==> config.mk <==
export PLATFORM = sky130hd
export DESIGN_NAME = uart_rx
export DESIGN_NICKNAME = d
export VERILOG_FILES = /design/src/rtl/uart_rx.sv
export SDC_FILE = /design/constraint.sdc
export NUM_CORES = 2
export LEC_CHECK = 0
export BUFFER_PORTS_ARGS = -buffer_cell sky130_fd_sc_hd__buf_2
export CAP_MARGIN = 10
export CORE_MARGIN = 5
export CORE_UTILIZATION = 40
export CTS_CLUSTER_DIAMETER = 150
export DETAILED_ROUTE_END_ITERATION = 6
export MAX_ROUTING_LAYER = met4
export SLEW_MARGIN = 10
export SYNTH_ARGS = -nofsm -noshare
export SYNTH_HDL_FRONTEND = slang
export SYNTH_SLANG_ARGS = --single-unit
==> constraint.sdc <==
create_clock -name clk -period 3.95 [get_ports clk]
set_clock_uncertainty 0.2 [all_clocks]
set_input_delay 0.79 -clock clk [delete_from_list [all_inputs] [get_ports clk]]
set_output_delay 0.79 -clock clk [all_outputs]
set_load 0.05 [all_outputs]
==> src/rtl/uart_rx.sv <==
// 8N1 UART receiver: 2-flop synchronized rx, mid-bit sampling, one-entry holding register.
// Bit period latched at start detection; sticky framing_error/overrun cleared by read_enable.
module uart_rx #(
  parameter int DATA_BITS      = 8,
  parameter int MIN_BIT_CYCLES = 2
) (
  input  logic                 clk,
  input  logic                 rst,
  input  logic                 rx,
  input  logic [31:0]          clk_frequency,
  input  logic [31:0]          baud_rate,
  input  logic                 read_enable,
  output logic [DATA_BITS-1:0] data,
  output logic                 read_ready,
  output logic                 framing_error,
  output logic                 overrun,
  output logic                 busy
);

  localparam int                 BIT_W    = $clog2(DATA_BITS);
  localparam logic [BIT_W-1:0]   LAST_BIT = BIT_W'(DATA_BITS - 1);
  localparam logic [31:0]        MIN_N    = 32'(MIN_BIT_CYCLES);

  typedef enum logic [2:0] {IDLE, START, DATA, STOP, WAIT_HIGH} state_t;

  state_t               state_q, state_d;
  logic                 rx_meta_q, rx_meta_d;
  logic                 rx_s_q, rx_s_d;
  logic [31:0]          cnt_q, cnt_d;
  logic [31:0]          n_q, n_d;
  logic [BIT_W-1:0]     bit_q, bit_d;
  logic [DATA_BITS-1:0] shift_q, shift_d;
  logic [DATA_BITS-1:0] data_q, data_d;
  logic                 ready_q, ready_d;
  logic                 fe_q, fe_d;
  logic                 ovr_q, ovr_d;

  logic [31:0] quot;
  logic [31:0] n_calc;
  logic [31:0] half_n;
  logic        commit;
  logic        fe_set;

  // Divisor is forced non-zero so the quotient is never evaluated against zero.
  always_comb begin
    quot   = clk_frequency / ((baud_rate == 32'd0) ? 32'd1 : baud_rate);
    n_calc = quot;
    if (baud_rate == 32'd0 || quot < MIN_N) n_calc = MIN_N;
  end

  assign half_n = n_q >> 1;

  always_comb begin
    rx_meta_d = rx;
    rx_s_d    = rx_meta_q;
    state_d   = state_q;
    cnt_d     = cnt_q;
    n_d       = n_q;
    bit_d     = bit_q;
    shift_d   = shift_q;
    commit    = 1'b0;
    fe_set    = 1'b0;
    case (state_q)
      IDLE: begin
        if (!rx_s_q) begin
          n_d     = n_calc;
          cnt_d   = 32'd0;
          state_d = START;
        end
      end
      START: begin
        if (cnt_q == half_n - 32'd1) begin
          if (rx_s_q) begin
            state_d = IDLE;
          end else begin
            cnt_d   = 32'd0;
            bit_d   = '0;
            state_d = DATA;
          end
        end else begin
          cnt_d = cnt_q + 32'd1;
        end
      end
      DATA: begin
        if (cnt_q == n_q - 32'd1) begin
          shift_d[bit_q] = rx_s_q;
          cnt_d          = 32'd0;
          if (bit_q == LAST_BIT) state_d = STOP;
          else                   bit_d   = bit_q + 1'b1;
        end else begin
          cnt_d = cnt_q + 32'd1;
        end
      end
      STOP: begin
        if (cnt_q == n_q - 32'd1) begin
          cnt_d = 32'd0;
          if (rx_s_q) begin
            commit  = 1'b1;
            state_d = IDLE;
          end else begin
            fe_set  = 1'b1;
            state_d = WAIT_HIGH;
          end
        end else begin
          cnt_d = cnt_q + 32'd1;
        end
      end
      WAIT_HIGH: begin
        // A held-low line (break) must not be mistaken for a new start bit.
        if (rx_s_q) state_d = IDLE;
      end
      default: state_d = IDLE;
    endcase
  end

  always_comb begin
    data_d  = data_q;
    ready_d = ready_q;
    fe_d    = fe_q;
    ovr_d   = ovr_q;
    if (read_enable) begin
      ready_d = 1'b0;
      fe_d    = 1'b0;
      ovr_d   = 1'b0;
    end
    if (commit) begin
      data_d  = shift_q;
      ready_d = 1'b1;
      if (ready_q && !read_enable) ovr_d = 1'b1;
    end
    if (fe_set) fe_d = 1'b1;
  end

  always_ff @(posedge clk or posedge rst) begin
    if (rst) begin
      state_q   <= IDLE;
      rx_meta_q <= 1'b1;
      rx_s_q    <= 1'b1;
      cnt_q     <= 32'd0;
      n_q       <= MIN_N;
      bit_q     <= '0;
      shift_q   <= '0;
      data_q    <= '0;
      ready_q   <= 1'b0;
      fe_q      <= 1'b0;
      ovr_q     <= 1'b0;
    end else begin
      state_q   <= state_d;
      rx_meta_q <= rx_meta_d;
      rx_s_q    <= rx_s_d;
      cnt_q     <= cnt_d;
      n_q       <= n_d;
      bit_q     <= bit_d;
      shift_q   <= shift_d;
      data_q    <= data_d;
      ready_q   <= ready_d;
      fe_q      <= fe_d;
      ovr_q     <= ovr_d;
    end
  end

  assign data          = data_q;
  assign read_ready    = ready_q;
  assign framing_error = fe_q;
  assign overrun       = ovr_q;
  assign busy          = (state_q != IDLE);

endmodule

Word-level counts from Yosys, hierarchy flattened
Index checks and enable logic that the tools add are counted.
{"block": "totals", "elab_cells": 86, "output_inout_bits": 12, "ff_bits": 91, "in_bits": 68}
{"block": "op_classes", "n_reduce_logical": 16, "n_addsub": 4, "eq_ne": 15, "div_mod_pow": 1, "n_bitwise": 1, "n_mux": 35, "n_lt_le_gt_ge": 3}
{"operator": "$mux 32", "n": 5}
{"operator": "$pmux 32 s3", "n": 1}
{"operator": "$eq 32x32->1", "n": 2}
{"operator": "$mux 3", "n": 11}
{"operator": "$add 32x1->32 const B", "n": 1}
{"operator": "$div 32x32->32", "n": 1}
{"operator": "$logic_not 32->1", "n": 1}
{"operator": "$lt 32x2->1 const B", "n": 1}
{"operator": "$sub 31x1->32 const B", "n": 1}
{"operator": "$sub 32x1->32 const B", "n": 1}
{"operator": "$ne 2x2->1 const B", "n": 8}
{"operator": "$pmux 3 s5", "n": 1}
{"operator": "$mux 1", "n": 13}
{"operator": "$bwmux 8", "n": 1}
{"operator": "$eq 3x2->1 const B", "n": 2}
{"operator": "$eq 3x3->1 const B", "n": 2}
{"operator": "$pmux 3 s2", "n": 1}
{"operator": "$reduce_and 6->1", "n": 1}
{"operator": "$reduce_bool 2->1", "n": 3}
{"operator": "$reduce_bool 3->1", "n": 2}
{"operator": "$reduce_and 5->1", "n": 1}
{"operator": "$lt 3x4->1 const B", "n": 1}
{"operator": "$reduce_and 2->1", "n": 2}
{"operator": "$add 3x1->3 const B", "n": 1}
{"operator": "other kinds (10)", "n": 11}

Logic depth before layout (Yosys ltp)
{"block": "logic_depth", "depth_word": 6, "ltp_mapped": 340, "mapped_depth_nobuf": 308}

Worst setup path before layout
OpenSTA, ideal clock, no wires.
{"block": "synth_path", "kind": "in2reg", "start": "input port baud_rate[4]", "end": "register n_q[0]", "arrival_time_ps": 69355, "slack_ps": -65734, "path_stages": 300, "setup_ps": 129, "path_buffers": 43, "cell_sequence": "inv_1 -> nand3_1 -> nor3_1 -> and2_1 -> nor2_1 -> ha_1 -> o21bai_1 -> o21ai_0 -> o31ai_1 -> ha_1 -> or4b_1 -> o211ai_1 -> o21ai_0 -> ha_1 -> a21o_1 -> nor2_1 -> o21ai_0 -> a31o_2 -> [264 not listed] -> a21boi_0 -> o21a_1 -> o21ai_0 -> a21oi_1 -> clkbuf_1 -> mux2_2 -> ha_1 -> a21o_1 -> a21o_1 -> a21o_1 -> a21o_1 -> a21oi_1 -> nor2b_1 -> o21ai_0 -> a21oi_1 -> o21ai_0 -> a21oi_1 -> a2bb2oi_1"}
{"block": "synth_via", "elab_chain_len": 6}
{"element": "start, declared", "line_no": "11", "source": "input logic [31:0] baud_rate,"}
{"element": "$logic_not 32->1", "line_no": "46, 48"}
{"element": "$mux 32", "line_no": "46", "source": "quot = clk_frequency / ((baud_rate == 32'd0) ? 32'd1 : baud_rate);"}
{"element": "$div 32x32->32", "line_no": "46"}
{"element": "$lt 32x2->1", "line_no": "48", "source": "if (baud_rate == 32'd0 || quot < MIN_N) n_calc = MIN_N;"}
{"element": "$logic_or 1x1->1", "line_no": "48"}
{"element": "$mux 32 *", "line_no": "48"}
{"element": "end signal, assigned", "line_no": "152", "source": "n_q <= n_d;"}
{"element": "end, declared", "line_no": "30", "source": "logic [31:0] n_q, n_d;"}
Every way passes the cells marked *; elsewhere a longest branch is shown, timed or not.
A chain may end at the register's enable or synchronous reset.

Final worst setup path
{"block": "layout_path", "start": "input port baud_rate[18]", "end": "register n_q[0]"}
Same word-level chain as after synthesis.

==> results.json <==
{
  "port_buffers": 79,
  "final_layout_size_suffix_gt1_share_pct": 51.05,
  "cts-root-buf": "clkbuf_16",
  "synth_cell_types": 118,
  "irDropWorstVdd_mv": 0.4108,
  "postCtsHoldBufs": 0,
  "p_clk_share_pct": 6.0,
  "ant_nets": 0,
  "htreeDepth": 3,
  "cp-end-kind": "register",
  "synth_warnings": 0,
  "synthCells": 4999,
  "clock_path_buffers": 2,
  "reg2reg_setup_slack_ps": 20,
  "placedCellCount": 8264,
  "cp_slowest_cell": "or4_4",
  "fp.coreArea_mm2": 0.08797,
  "p_leak_nw": 30.63,
  "p_per_area_mw_per_mm2": 212.9,
  "fin_crit_ps": 60300,
  "async_flop_share_pct": 100.0,
  "synth_area_per_cell_um2": 7.065,
  "grt-ovfl-total": 0,
  "tightest_slew_ps": 888.1,
  "finalCritPeriodShare_pct": 1526,
  "rows": 109,
  "cts_tree": "yes",
  "status": "finished, violations left",
  "chipHeight_um": 307.2,
  "wl_per_cell_um": 21.63,
  "synthesis.nets": 5602,
  "timing.fmax_mhz": 16.58,
  "area_growth_pct": 81.72,
  "relSlewSlack_pct": 40.17,
  "syn_area_mm2": 0.03532,
  "antenna_found_initial": 1,
  "total_power_mw": 13.67,
  "grt_pass1_wl_um": 277100,
  "clock_sinks": 91,
  "drv_slew": 0,
  "holdCritPathClass": "reg -> reg",
  "cts.reportedPaths.clkPinSlew_ps": 70,
  "drt_first_pass_iters": 6,
  "io_pins": 80,
  "finalSetupViolCount": 30,
  "critPathKind": "in -> reg",
  "grt_start_max_net_pins": 52,
  "maxCapViolations": 0,
  "setup_slack_ps": -56350,
  "pwr-share-comb_pct": 86.1,
  "die_w_um": 307.2,
  "drc": 0,
  "n_fill_cell": 6847,
  "cp-start-kind": "input port",
  "die_area_mm2": 0.09434,
  "synth_seq_cells": 91,
  "fin_util_pct": 72.96,
  "arrival_ps": 60390,
  "start_util_pct": 40.15,
  "intPower_mw": 7.466,
  "cts_inserted_buffers": 9,
  "switching_share_pct": 45.37,
  "cp_data_required_time_ps": 4040,
  "power_frac_seq_pct": 7.9,
  "rsz0062_at_grt": "true",
  "synthFlopType": "dfrtp_1",
  "hold_viol": 0,
  "nets": 8146,
  "grt_pass1_vias": 49098,
  "slowest_delay_ps": 540,
  "hpwl_um": 145300,
  "fin_cells": 8715,
  "synth_edf_count": 0,
  "wirelength_um": 188500,
  "switchingPower_mw": 6.200,
  "seq_area_frac_synth_pct": 6.458,
  "critPathMostFrequentCell": "buf_4",
  "vias": 50375,
  "place_congestion": 1.040,
  "failed_checks": "negative setup slack",
  "clkLatencyLatePin_ps": 370,
  "grtUsageTotal_pct": 37.81,
  "via_per_inst": 5.780,
  "crit_fanout": 9,
  "drt_iter0_drc": 4427
}
[layout by cell type, fill, tap and decap left out, drive strengths merged, types with 17 or more instances in the layout]
cell type,Yosys,layout
o21bai,44,44
buf,41,2719
inv,179,179
mux2,95,95
o211ai,56,56
a2111oi,22,22
o21a,125,125
nand2b,64,64
a211o,20,20
a21oi,401,401
xnor2,288,288
nor3,152,152
a31o,20,21
a211oi,46,46
ha,535,535
and2,33,33
and3,51,51
nor2b,44,44
o21ai,352,353
a21boi,24,24
a22oi,19,19
nor2,449,449
or3,61,61
a21o,154,154
dfrtp,88,88
o311ai,17,17
o31ai,51,51
nor4,49,49
xor2,174,174
mux2i,31,31
a31oi,83,83
o2111ai,18,18
nand2,539,539
nand3,145,145
nand4,70,70
or2,49,49
[cells by family (layout without fill, tap and decap cells)]
kind of cell,Yosys count,count (layout),synth area share (%)
buf+inv,374,2921,4.127
xor+xnor,462,462,11.46
fa+ha+maj,535,535,18.95
flops,91,91,6.458
compound gates,1646,1648,31.15
simple gates,1765,1765,23.94
other cells,0,2,0
mux,126,126,3.918
[routing by layer]
layer	up-vias	GRT usage (%)	share of wire [%]
met5	-	-	0
met4	0	16.46	5.7
met3	576	4.091	7.2
met2	2139	59.98	44
met1	23919	48.96	43
li1	23741	-	-
[cell type report]
| class | instances | area [um2] | area share, % |
|---|---|---|---|
| repair buffers | 2726 | 21350 | 33.26 |
| multi-input cells | 4536 | 38130 | 59.41 |
| flip-flops and latches | 91 | 2282 | 3.556 |
| clock inverters | 6 | 40.04 | 0.06238 |
| clock buffers | 10 | 229.0 | 0.3567 |
| diodes | 2 | 5.005 | 0.007798 |
| well taps | 1165 | 1458 | 2.271 |
| inverters | 179 | 689.4 | 1.074 |
[sequential cells by signal (all words and copies together) (netlist names)]
signal         cells
cnt_q             32
n_q               32
data               8
shift_q            8
bit_q              3
state_q            3
framing_error      1
overrun            1
read_ready         1
rx_meta_q          1
rx_s_q             1
[worst max-delay path: cells and delay by family]
kind / cells / cell delay, ps
AO/OA/AOI/OAI: 130 / 28130
multiplexers: 10 / 2760
AND/OR/NAND/NOR: 76 / 13320
buffers and inverters: 51 / 7260
adder cells (fa/ha/maj): 31 / 7730
XOR/XNOR: 2 / 210
[synthesized netlist by cell type, drive strengths merged (14+ instances only)]
library cell  number  area share, %
nand2            539            5.7
ha               535             19
nor2             449            4.8
a21oi            401            5.7
o21ai            352            5.0
xnor2            288            7.1
inv              179            1.9
xor2             174            4.3
a21o             154            3.3
clkbuf           154            1.6
nor3             152            2.2
nand3            145            2.1
o21a             125            2.7
mux2              95            3.0
dfrtp             88            6.2
a31oi             83            1.5
nand4             70            1.2
nand2b            64            1.2
or3               61            1.1
o211ai            56            1.2
and3              51           0.92
o31ai             51            1.1
nor4              49            1.1
or2               49           0.87
a211oi            46            1.0
nor2b             44           0.78
o21bai            44           0.95
buf               41           0.59
and2              33           0.58
mux2i             31           0.88
a21boi            24           0.51
a2111oi           22           0.61
a211o             20           0.50
a31o              20           0.50
a22oi             19           0.42
o2111ai           18           0.45
o311ai            17           0.44
a22o              16           0.40
a41oi             16           0.40
nor3b             14           0.31
o22ai             14           0.25
or4               14           0.34
[power by group through the flow]
stage	Clock [mW]	Combinational (mW)	Sequential, mW
6_report	0.826	11.8	1.07
5_1_grt	0.869	12.5	1.08
4_1_cts	0.832	10.5	1.06
3_5_place_dp	0	9.66	1.07
3_3_place_gp	0	9.54	1.07
2_1_floorplan	0	5.29	1.05
[stage by stage]
stage / area, um2 / setup WS (ps) / TNS (ps) / hold WS, ps
floorplan: 37700 / -55360 / -1357260 / 145.2
global placement: 55040 / -60540 / -1492140 / 150.2
detailed placement: 55040 / -61260 / -1516530 / 150.8
global route: 64180 / -58550 / -1444440 / 157.9
finish: 64180 / -56350 / -1389020 / 156.1
CTS: 61010 / -54970 / -1355840 / 156.6
[path summary, 6_finish.rpt]
| kind | startpoint | endpoint | depth (start not counted) |
|---|---|---|---|
| max | baud_rate[18] | n_q[0] | 300 |
| min | rx_meta_q | rx_s_q | 0 |
| max reg2reg | n_q[1] | shift_q[5] | 18 |
| min reg2reg | rx_meta_q | rx_s_q | 0 |
| max in group asynchronous | rst | n_q[1] | 3 |
| min in group asynchronous | rst | shift_q[3] | 2 |
[what timing repair did]
action / CTS / global route
pin swaps: 389 / 198
gates resized for setup: 672 / 448
gates cloned: 10 / 10
setup buffers: 308 / 123
setup endpoints to repair: 82 / 84
No activity file was read; power rests on OpenSTA's default activity.
